File: src/rtl/cgra_route_pkg.sv
// Shared types and coordinate helpers for the XY path router.
// Edge fields are sized for meshes up to 256 cells; narrower ports zero-extend into them.
package cgra_route_pkg;

    localparam int IDX_MAX_W = 8;

    typedef enum logic [2:0] {
        IDLE,
        FETCH,
        ROUTE,
        ROLLBACK,
        EMIT,
        DONE
    } state_t;

    typedef struct packed {
        logic [IDX_MAX_W-1:0] src;
        logic [IDX_MAX_W-1:0] dst;
    } edge_t;

    typedef struct packed {
        logic valid;
        logic ok;
    } result_t;

    function automatic int idx_to_x(input int idx, input int grid_w);
        return idx % grid_w;
    endfunction

    function automatic int idx_to_y(input int idx, input int grid_w);
        return idx / grid_w;
    endfunction

endpackage

File: src/rtl/cgra_xy_path_router_if.sv
// Edge-load and result handshake bundle between placement controller and router.
interface cgra_xy_path_router_if #(
    parameter int IDX_W  = 4,
    parameter int EIDX_W = 4
);
    logic              edge_in_valid;
    logic              edge_in_ready;
    logic [IDX_W-1:0]  edge_in_src;
    logic [IDX_W-1:0]  edge_in_dst;
    logic              res_valid;
    logic              res_ready;
    logic [EIDX_W-1:0] res_edge_idx;
    logic              res_ok;
    logic [IDX_W-1:0]  res_hops;

    modport master (
        output edge_in_valid, edge_in_src, edge_in_dst, res_ready,
        input  edge_in_ready, res_valid, res_edge_idx, res_ok, res_hops
    );

    modport slave (
        input  edge_in_valid, edge_in_src, edge_in_dst, res_ready,
        output edge_in_ready, res_valid, res_edge_idx, res_ok, res_hops
    );
endinterface

File: src/rtl/cgra_path_stack.sv
// LIFO of cells reserved by the edge currently being routed, so a failure can undo them.
module cgra_path_stack #(
    parameter  int DEPTH = 8,
    parameter  int W     = 4,
    localparam int SP_W  = $clog2(DEPTH + 1),
    localparam int AW    = $clog2(DEPTH)
) (
    input  logic            clk,
    input  logic            reset,
    input  logic            clear,
    input  logic            push,
    input  logic            pop,
    input  logic [W-1:0]    push_data,
    output logic [W-1:0]    top,
    output logic [SP_W-1:0] sp,
    output logic            empty
);

    logic [W-1:0] mem [DEPTH];

    // NOTE: sequential state uses non-blocking assignments so every register samples pre-edge values.
    always_ff @(posedge clk or negedge reset) begin
        if (!reset)     sp <= '0;
        else if (clear) sp <= '0;
        else if (push)  sp <= sp + SP_W'(1);
        else if (pop)   sp <= sp - SP_W'(1);
    end

    // NOTE: storage is not reset; only the pointer decides which entries are meaningful.
    always_ff @(posedge clk) begin
        if (push && !clear) mem[AW'(sp)] <= push_data;
    end

    assign top   = mem[AW'(sp - SP_W'(1))];
    assign empty = (sp == '0);

endmodule

File: src/rtl/cgra_xy_path_router.sv
// Greedy X-then-Y router for a list of DFG edges over a GRID_W x GRID_H mesh,
// with per-edge rollback of reserved cells and a live occupancy map.
module cgra_xy_path_router
    import cgra_route_pkg::*;
#(
    parameter  int GRID_W    = 4,
    parameter  int GRID_H    = 4,
    parameter  int MAX_EDGES = 16,
    localparam int CELLS     = GRID_W * GRID_H,
    localparam int IDX_W     = $clog2(CELLS),
    localparam int STK_DEPTH = GRID_W + GRID_H,
    localparam int EIDX_W    = $clog2(MAX_EDGES),
    localparam int CNT_W     = $clog2(MAX_EDGES + 1),
    localparam int SP_W      = $clog2(STK_DEPTH + 1)
) (
    input  logic             clk,
    input  logic             reset,
    input  logic             cfg_clear,
    input  logic             start,
    output logic             busy,
    output logic             done,
    output logic [CELLS-1:0] occ_map,
    cgra_xy_path_router_if.slave bus
);

    state_t            state;
    logic [CNT_W-1:0]  count, e, cnt_next;
    edge_t             slots [MAX_EDGES];
    edge_t             fetch_edge;
    logic [IDX_W-1:0]  cur, dst, hops;
    result_t           res;

    logic              wr_en;
    int                cur_x, cur_y, dst_x, dst_y;
    logic [IDX_W-1:0]  nx, ny, step_idx;
    logic              x_ok, y_ok, at_dst, step, stk_push, stk_pop, stk_clear;
    logic [IDX_W-1:0]  stk_top;
    logic [SP_W-1:0]   stk_sp;
    logic              stk_empty;

    assign bus.edge_in_ready = (state == IDLE) && (count < CNT_W'(MAX_EDGES));
    assign bus.res_valid     = res.valid;
    assign bus.res_ok        = res.ok;
    assign bus.res_hops      = hops;
    assign bus.res_edge_idx  = e[EIDX_W-1:0];
    assign fetch_edge        = slots[e[EIDX_W-1:0]];

    // NOTE: every always_comb output gets a default first so no path leaves a latch behind.
    always_comb begin
        wr_en     = (state == IDLE) && !cfg_clear && bus.edge_in_valid && bus.edge_in_ready;
        cnt_next  = count + CNT_W'(wr_en);
        cur_x     = idx_to_x(int'(cur), GRID_W);
        cur_y     = idx_to_y(int'(cur), GRID_W);
        dst_x     = idx_to_x(int'(dst), GRID_W);
        dst_y     = idx_to_y(int'(dst), GRID_W);
        nx        = (dst_x > cur_x) ? cur + IDX_W'(1) : cur - IDX_W'(1);
        ny        = (dst_y > cur_y) ? cur + IDX_W'(GRID_W) : cur - IDX_W'(GRID_W);
        // The destination counts as free even if another path already passes through it.
        x_ok      = (dst_x != cur_x) && (!occ_map[nx] || nx == dst);
        y_ok      = (dst_y != cur_y) && (!occ_map[ny] || ny == dst);
        at_dst    = (cur == dst);
        step      = (state == ROUTE) && !at_dst && (x_ok || y_ok);
        step_idx  = x_ok ? nx : ny;
        stk_push  = step && (step_idx != dst) && (stk_sp < SP_W'(STK_DEPTH));
        stk_pop   = (state == ROLLBACK) && !stk_empty;
        stk_clear = (state == FETCH);
    end

    always_ff @(posedge clk) begin
        if (wr_en) slots[count[EIDX_W-1:0]] <= '{src: IDX_MAX_W'(bus.edge_in_src),
                                                 dst: IDX_MAX_W'(bus.edge_in_dst)};
    end

    always_ff @(posedge clk or negedge reset) begin
        if (!reset) begin
            state   <= IDLE;
            count   <= '0;
            e       <= '0;
            occ_map <= '0;
            cur     <= '0;
            dst     <= '0;
            hops    <= '0;
            res     <= '0;
            busy    <= 1'b0;
            done    <= 1'b0;
        end else begin
            done <= 1'b0;
            case (state)
                IDLE: begin
                    if (cfg_clear) begin
                        occ_map <= '0;
                        count   <= '0;
                        e       <= '0;
                    end else begin
                        count <= cnt_next;
                        // Routing resumes at the first edge not yet routed, so batches append.
                        if (start) begin
                            if (e == cnt_next) begin
                                state <= DONE;
                                done  <= 1'b1;
                            end else begin
                                state <= FETCH;
                                busy  <= 1'b1;
                            end
                        end
                    end
                end
                FETCH: begin
                    cur  <= fetch_edge.src[IDX_W-1:0];
                    dst  <= fetch_edge.dst[IDX_W-1:0];
                    hops <= '0;
                    res  <= '0;
                    if (fetch_edge.src >= IDX_MAX_W'(CELLS) || fetch_edge.dst >= IDX_MAX_W'(CELLS)) begin
                        res.valid <= 1'b1;
                        state     <= EMIT;
                    end else begin
                        state <= ROUTE;
                    end
                end
                ROUTE: begin
                    if (at_dst) begin
                        res   <= '{valid: 1'b1, ok: 1'b1};
                        state <= EMIT;
                    end else if (step) begin
                        cur  <= step_idx;
                        hops <= hops + IDX_W'(1);
                        if (stk_push) occ_map[step_idx] <= 1'b1;
                    end else begin
                        state <= ROLLBACK;
                    end
                end
                ROLLBACK: begin
                    if (stk_empty) begin
                        res.valid <= 1'b1;
                        state     <= EMIT;
                    end else begin
                        occ_map[stk_top] <= 1'b0;
                    end
                end
                EMIT: begin
                    if (bus.res_ready) begin
                        res.valid <= 1'b0;
                        e         <= e + CNT_W'(1);
                        if (e + CNT_W'(1) == count) begin
                            state <= DONE;
                            done  <= 1'b1;
                            busy  <= 1'b0;
                        end else begin
                            state <= FETCH;
                        end
                    end
                end
                DONE:    state <= IDLE;
                default: state <= IDLE;
            endcase
        end
    end

    cgra_path_stack #(
        .DEPTH (STK_DEPTH),
        .W     (IDX_W)
    ) u_stack (
        .clk       (clk),
        .reset     (reset),
        .clear     (stk_clear),
        .push      (stk_push),
        .pop       (stk_pop),
        .push_data (step_idx),
        .top       (stk_top),
        .sp        (stk_sp),
        .empty     (stk_empty)
    );

endmodule

File: src/flat_wrapper.sv
// flat-port wrapper written by rule: the top's interface ports become plain ports
module cgra_xy_path_router_flat import cgra_route_pkg::*;
#(
    parameter  int GRID_W    = 4,
    parameter  int GRID_H    = 4,
    parameter  int MAX_EDGES = 16,
    localparam int CELLS     = GRID_W * GRID_H,
    localparam int IDX_W     = $clog2(CELLS),
    localparam int STK_DEPTH = GRID_W + GRID_H,
    localparam int EIDX_W    = $clog2(MAX_EDGES),
    localparam int CNT_W     = $clog2(MAX_EDGES + 1),
    localparam int SP_W      = $clog2(STK_DEPTH + 1)
)
  (clk, reset, cfg_clear, start, busy, done, occ_map, bus_edge_in_valid, bus_edge_in_src, bus_edge_in_dst, bus_res_ready, bus_edge_in_ready, bus_res_valid, bus_res_edge_idx, bus_res_ok, bus_res_hops);
  cgra_xy_path_router_if #(.IDX_W((4)), .EIDX_W((4))) bus_i ();
  input  logic clk;
  input  logic reset;
  input  logic cfg_clear;
  input  logic start;
  output logic busy;
  output logic done;
  output logic [CELLS-1:0] occ_map;
  input wire logic [$bits(bus_i.edge_in_valid)-1:0] bus_edge_in_valid;
  input wire logic [$bits(bus_i.edge_in_src)-1:0] bus_edge_in_src;
  input wire logic [$bits(bus_i.edge_in_dst)-1:0] bus_edge_in_dst;
  input wire logic [$bits(bus_i.res_ready)-1:0] bus_res_ready;
  output wire logic [$bits(bus_i.edge_in_ready)-1:0] bus_edge_in_ready;
  output wire logic [$bits(bus_i.res_valid)-1:0] bus_res_valid;
  output wire logic [$bits(bus_i.res_edge_idx)-1:0] bus_res_edge_idx;
  output wire logic [$bits(bus_i.res_ok)-1:0] bus_res_ok;
  output wire logic [$bits(bus_i.res_hops)-1:0] bus_res_hops;
  assign bus_i.edge_in_valid = bus_edge_in_valid;
  assign bus_i.edge_in_src = bus_edge_in_src;
  assign bus_i.edge_in_dst = bus_edge_in_dst;
  assign bus_i.res_ready = bus_res_ready;
  assign bus_edge_in_ready = bus_i.edge_in_ready;
  assign bus_res_valid = bus_i.res_valid;
  assign bus_res_edge_idx = bus_i.res_edge_idx;
  assign bus_res_ok = bus_i.res_ok;
  assign bus_res_hops = bus_i.res_hops;
  cgra_xy_path_router #(.GRID_W(GRID_W), .GRID_H(GRID_H), .MAX_EDGES(MAX_EDGES)) u_core (.clk(clk), .reset(reset), .cfg_clear(cfg_clear), .start(start), .busy(busy), .done(done), .occ_map(occ_map), .bus(bus_i));
endmodule
File: config.mk
export PLATFORM = sky130hd
export DESIGN_NAME = cgra_xy_path_router_flat
export DESIGN_NICKNAME = d
export VERILOG_FILES = /design/src/rtl/cgra_route_pkg.sv /design/src/rtl/cgra_xy_path_router_if.sv /design/src/rtl/cgra_path_stack.sv /design/src/rtl/cgra_xy_path_router.sv /design/src/flat_wrapper.sv
export SDC_FILE = /design/constraint.sdc
export NUM_CORES = 1
export LEC_CHECK = 0
export CORE_MARGIN = 2
export CORE_UTILIZATION = 61
export CTS_BUF_LIST = sky130_fd_sc_hd__clkbuf_8 sky130_fd_sc_hd__clkbuf_16
export DETAILED_ROUTE_END_ITERATION = 7
export GPL_ROUTABILITY_DRIVEN = 0
export PLACE_DENSITY = 0.8
export SETUP_SLACK_MARGIN = 0.15
export SLEW_MARGIN = 0
export SYNTH_ARGS = -nofsm -noshare
export SYNTH_HDL_FRONTEND = slang
export SYNTH_HIERARCHICAL = 1
export SYNTH_SLANG_ARGS = --single-unit
File: constraint.sdc
create_clock -name clk -period 6.43 [get_ports clk]
set_clock_uncertainty 0.1 [all_clocks]
set_input_delay 1.286 -clock clk [delete_from_list [all_inputs] [get_ports clk]]
set_output_delay 1.286 -clock clk [all_outputs]
set_load 0.01 [all_outputs]
==> out/results.tsv <==
metric	value	unit
CP Class	flop to flop	
Root Driver	clkbuf_16	
Mean Syn Cell Area	14.7	um2
Die Height	131	um
CP max FO	11	
routed vias/inst	6.40	
Switching Share	39.2	%
Post-synth top cells	edfxtp_1, mux4_2, o21ai_0	
clk slew on worst S/H paths	0.06	ns
share of cells above drive strength 1	16.8	%
CTS sink count	209	
Worst-Margin Slew	0.936	ns
combinational share of power	45.9	%
fin crit share	90.6	%
Filler cells	1040	
DP Cell Count	896	
antenna viol nets, final	0	
total gr overflow	0	
status	completed	
post-CTS setup buffers	0	
WL final	21.0	mm
number of flops mapped to enable cells by yosys	160	
Final nets	731	
WL/cell	22.4	um
post-synthesis sequential element count	209	
register area share after synthesis	61.5	%
P_int	3.65	mW
worst-case clock buffer depth	3	
Startpoint Class	flop	
final hold vios	0	
minimum clock period	5.82	ns
initial drt markers	495	
drt pass-1 iters	5	
Global Route Usage Sum	25.9	%
Post-Route Setup TNS	0	ns
Post-Synthesis Cells	668	
IO Port Bufs	42	
Primary FF master, synth	edfxtp_1	
post-DP HPWL	14.4	mm
H-Tree Depth	1	
RSZ-0062 raised after global routing	no	
worst-skew pair later-pin latency	0.50	ns
total of max-cap violations	0	
Synthesized Nets	695	
Top Ports	43	
initial antenna violation count	0	
count of different cell masters after synthesis	68	
number of global-route vias before repair	5886	
top cell type's share of synthesized area	49.0	%
largest net degree at the start of global routing	50	
Rel. slew slack	36.0	%
via count	5983	
Hold-fix buffers, CTS	0	
Final Max Tran Viols	0	
Reg power frac	33.6	%
Post-route DRC	0	
Lkg Pwr	3.87	nW
synth warn	6	
Max VDD drop	326	uV
pwr/cell area	542	mW/mm2
row cnt	46	
Area Growth Syn to Fin	12.9	%
Yosys top cell by area	edfxtp_1	
Final Total Pwr	6.00	mW
first-pass GRT wire length	33.3	mm
Core Area	0.0158	mm2
Worst EP arrival	6.09	ns
Psw	2.35	mW
fmax	172	MHz
Netlist Area Pre-Place	0.00980	mm2
power share of the clock group	20.6	%
Resize count post-CTS	0	
TritonCTS Buffers	22	
CP Data Required Time	6.70	ns
ys async rst share	23.4	%
die area	0.0171	mm2
chip width	131	um
Antenna diodes	0	
Critical Path Sink Type	flop	
initial core utilization	62.2	%
Final setup viols	0	
count leader, synth	edfxtp_1	
Area contributors post-synth	edfxtp_1, dfrtp_1, mux4_2	
fin cells	935	
worst min-delay path category	flop to flop	
CTS tree	done	
-- layer usage --
layer  track usage, %  wire (um)
met1             34.3       8360
met2             44.6      10800
met3             4.07       1170
met4             8.70        591
met5                0          0
-- logic make-up (layout without fill, tap and decap cells) --
family	count (synthesis)	after routing	synth area share, %
compound gates	128	128	7.93
xor+xnor	23	23	2.63
fa+ha+maj	13	13	1.74
buf+inv	59	110	2.90
flops	209	209	61.5
mux	75	75	15.3
simple gates	161	161	8.03
-- placed cells by master, fill, tap and decap left out, types with 3 or more instances in the layout --
cell type        instances
dfrtp_1                 48
xnor3_1                  3
mux4_1                   4
nor3_1                  20
clkdlybuf4s50_1         41
o21a_1                   3
xor2_1                   5
o21ai_1                  7
clkbuf_16               23
nand3_1                 14
nor2_1                  40
buf_4                   10
mux4_2                  53
a31oi_1                  9
nand2_1                 47
o31ai_1                  3
mux2_2                  10
a21o_1                   3
inv_1                   24
a21oi_1                 28
nor4_1                   6
mux2i_1                  7
edfxtp_1               160
ha_1                    12
nor2b_1                  6
nand2b_1                 7
or3_1                    4
xnor2_1                 14
o21ai_0                 50
-- area by class of cell --
class / count / area (um2) / area share [%]
Clock buffer: 25 / 603 / 5.45
Clock inverter: 14 / 116 / 1.05
Sequential cell: 209 / 6030 / 54.5
Timing Repair Buffer: 52 / 490 / 4.43
Inverter: 19 / 71.3 / 0.644
Multi-Input combinational cell: 400 / 3490 / 31.5
Tap cell: 216 / 270 / 2.44
-- flip-flops by register name, indices dropped and copies added, names as in the netlist --
register / cells
u_core/occ_map: 16
u_core/bus.res_ok: 1
u_core/e: 5
u_core/u_stack/sp: 4
u_core/bus.res_hops: 4
u_core/dst: 4
u_core/u_stack/mem: 32
u_core/count: 5
u_core/slots: 128
u_core/busy: 1
u_core/done: 1
u_core/cur: 4
u_core/bus.res_valid: 1
u_core/state: 3
-- power groups by stage --
stage               sequential (mW)  combinational, mW  clock, mW
global route                   2.04               2.96       1.31
global placement               2.02               2.58          0
floorplan                      1.91               2.10          0
CTS                            2.01               2.71       1.26
detailed placement             2.04               2.69          0
finish                         2.01               2.75       1.23
-- worst paths after layout --
path                       cells after the start  slack (ns)                    to               from
hold reg to reg                                2        0.41     u_core/bus.res_ok  u_core/bus.res_ok
max in group asynchronous                      2        4.98           u_core/e[0]              reset
hold / removal                                 2        0.41     u_core/bus.res_ok  u_core/bus.res_ok
min in group asynchronous                      2        0.78     u_core/bus.res_ok              reset
setup / recovery                              15        0.61  u_core/u_stack/sp[3]      u_core/cur[1]
setup reg to reg                              15        0.61  u_core/u_stack/sp[3]      u_core/cur[1]
-- per-stage QoR --
step	util (%)	hold slack, ns	area (um2)	worst slack (ns)
after floorplan	-	0.415	9800	1.39
after global placement	65.6	0.369	10400	0.944
after detailed placement	65.6	0.402	10400	0.667
after CTS	70.2	0.417	11100	0.631
after global routing	70.2	0.423	11100	0.255
final	70.2	0.407	11100	0.605
-- critical path: stages (launching register included) --
cell,delay [ns]
dfrtp_1,0.63
inv_1,0.17
ha_1,0.36
and2b_1,0.20
o21a_4,0.22
fa_1,0.67
mux4_2,0.56
mux2i_1,0.31
mux2i_1,0.17
a2111oi_0,0.88
o21a_1,0.19
a211oi_1,0.07
buf_4,0.20
or3_1,0.37
o32ai_2,0.22
mux2_2,0.37
Note: power is estimated with default switching activity, not from simulation.
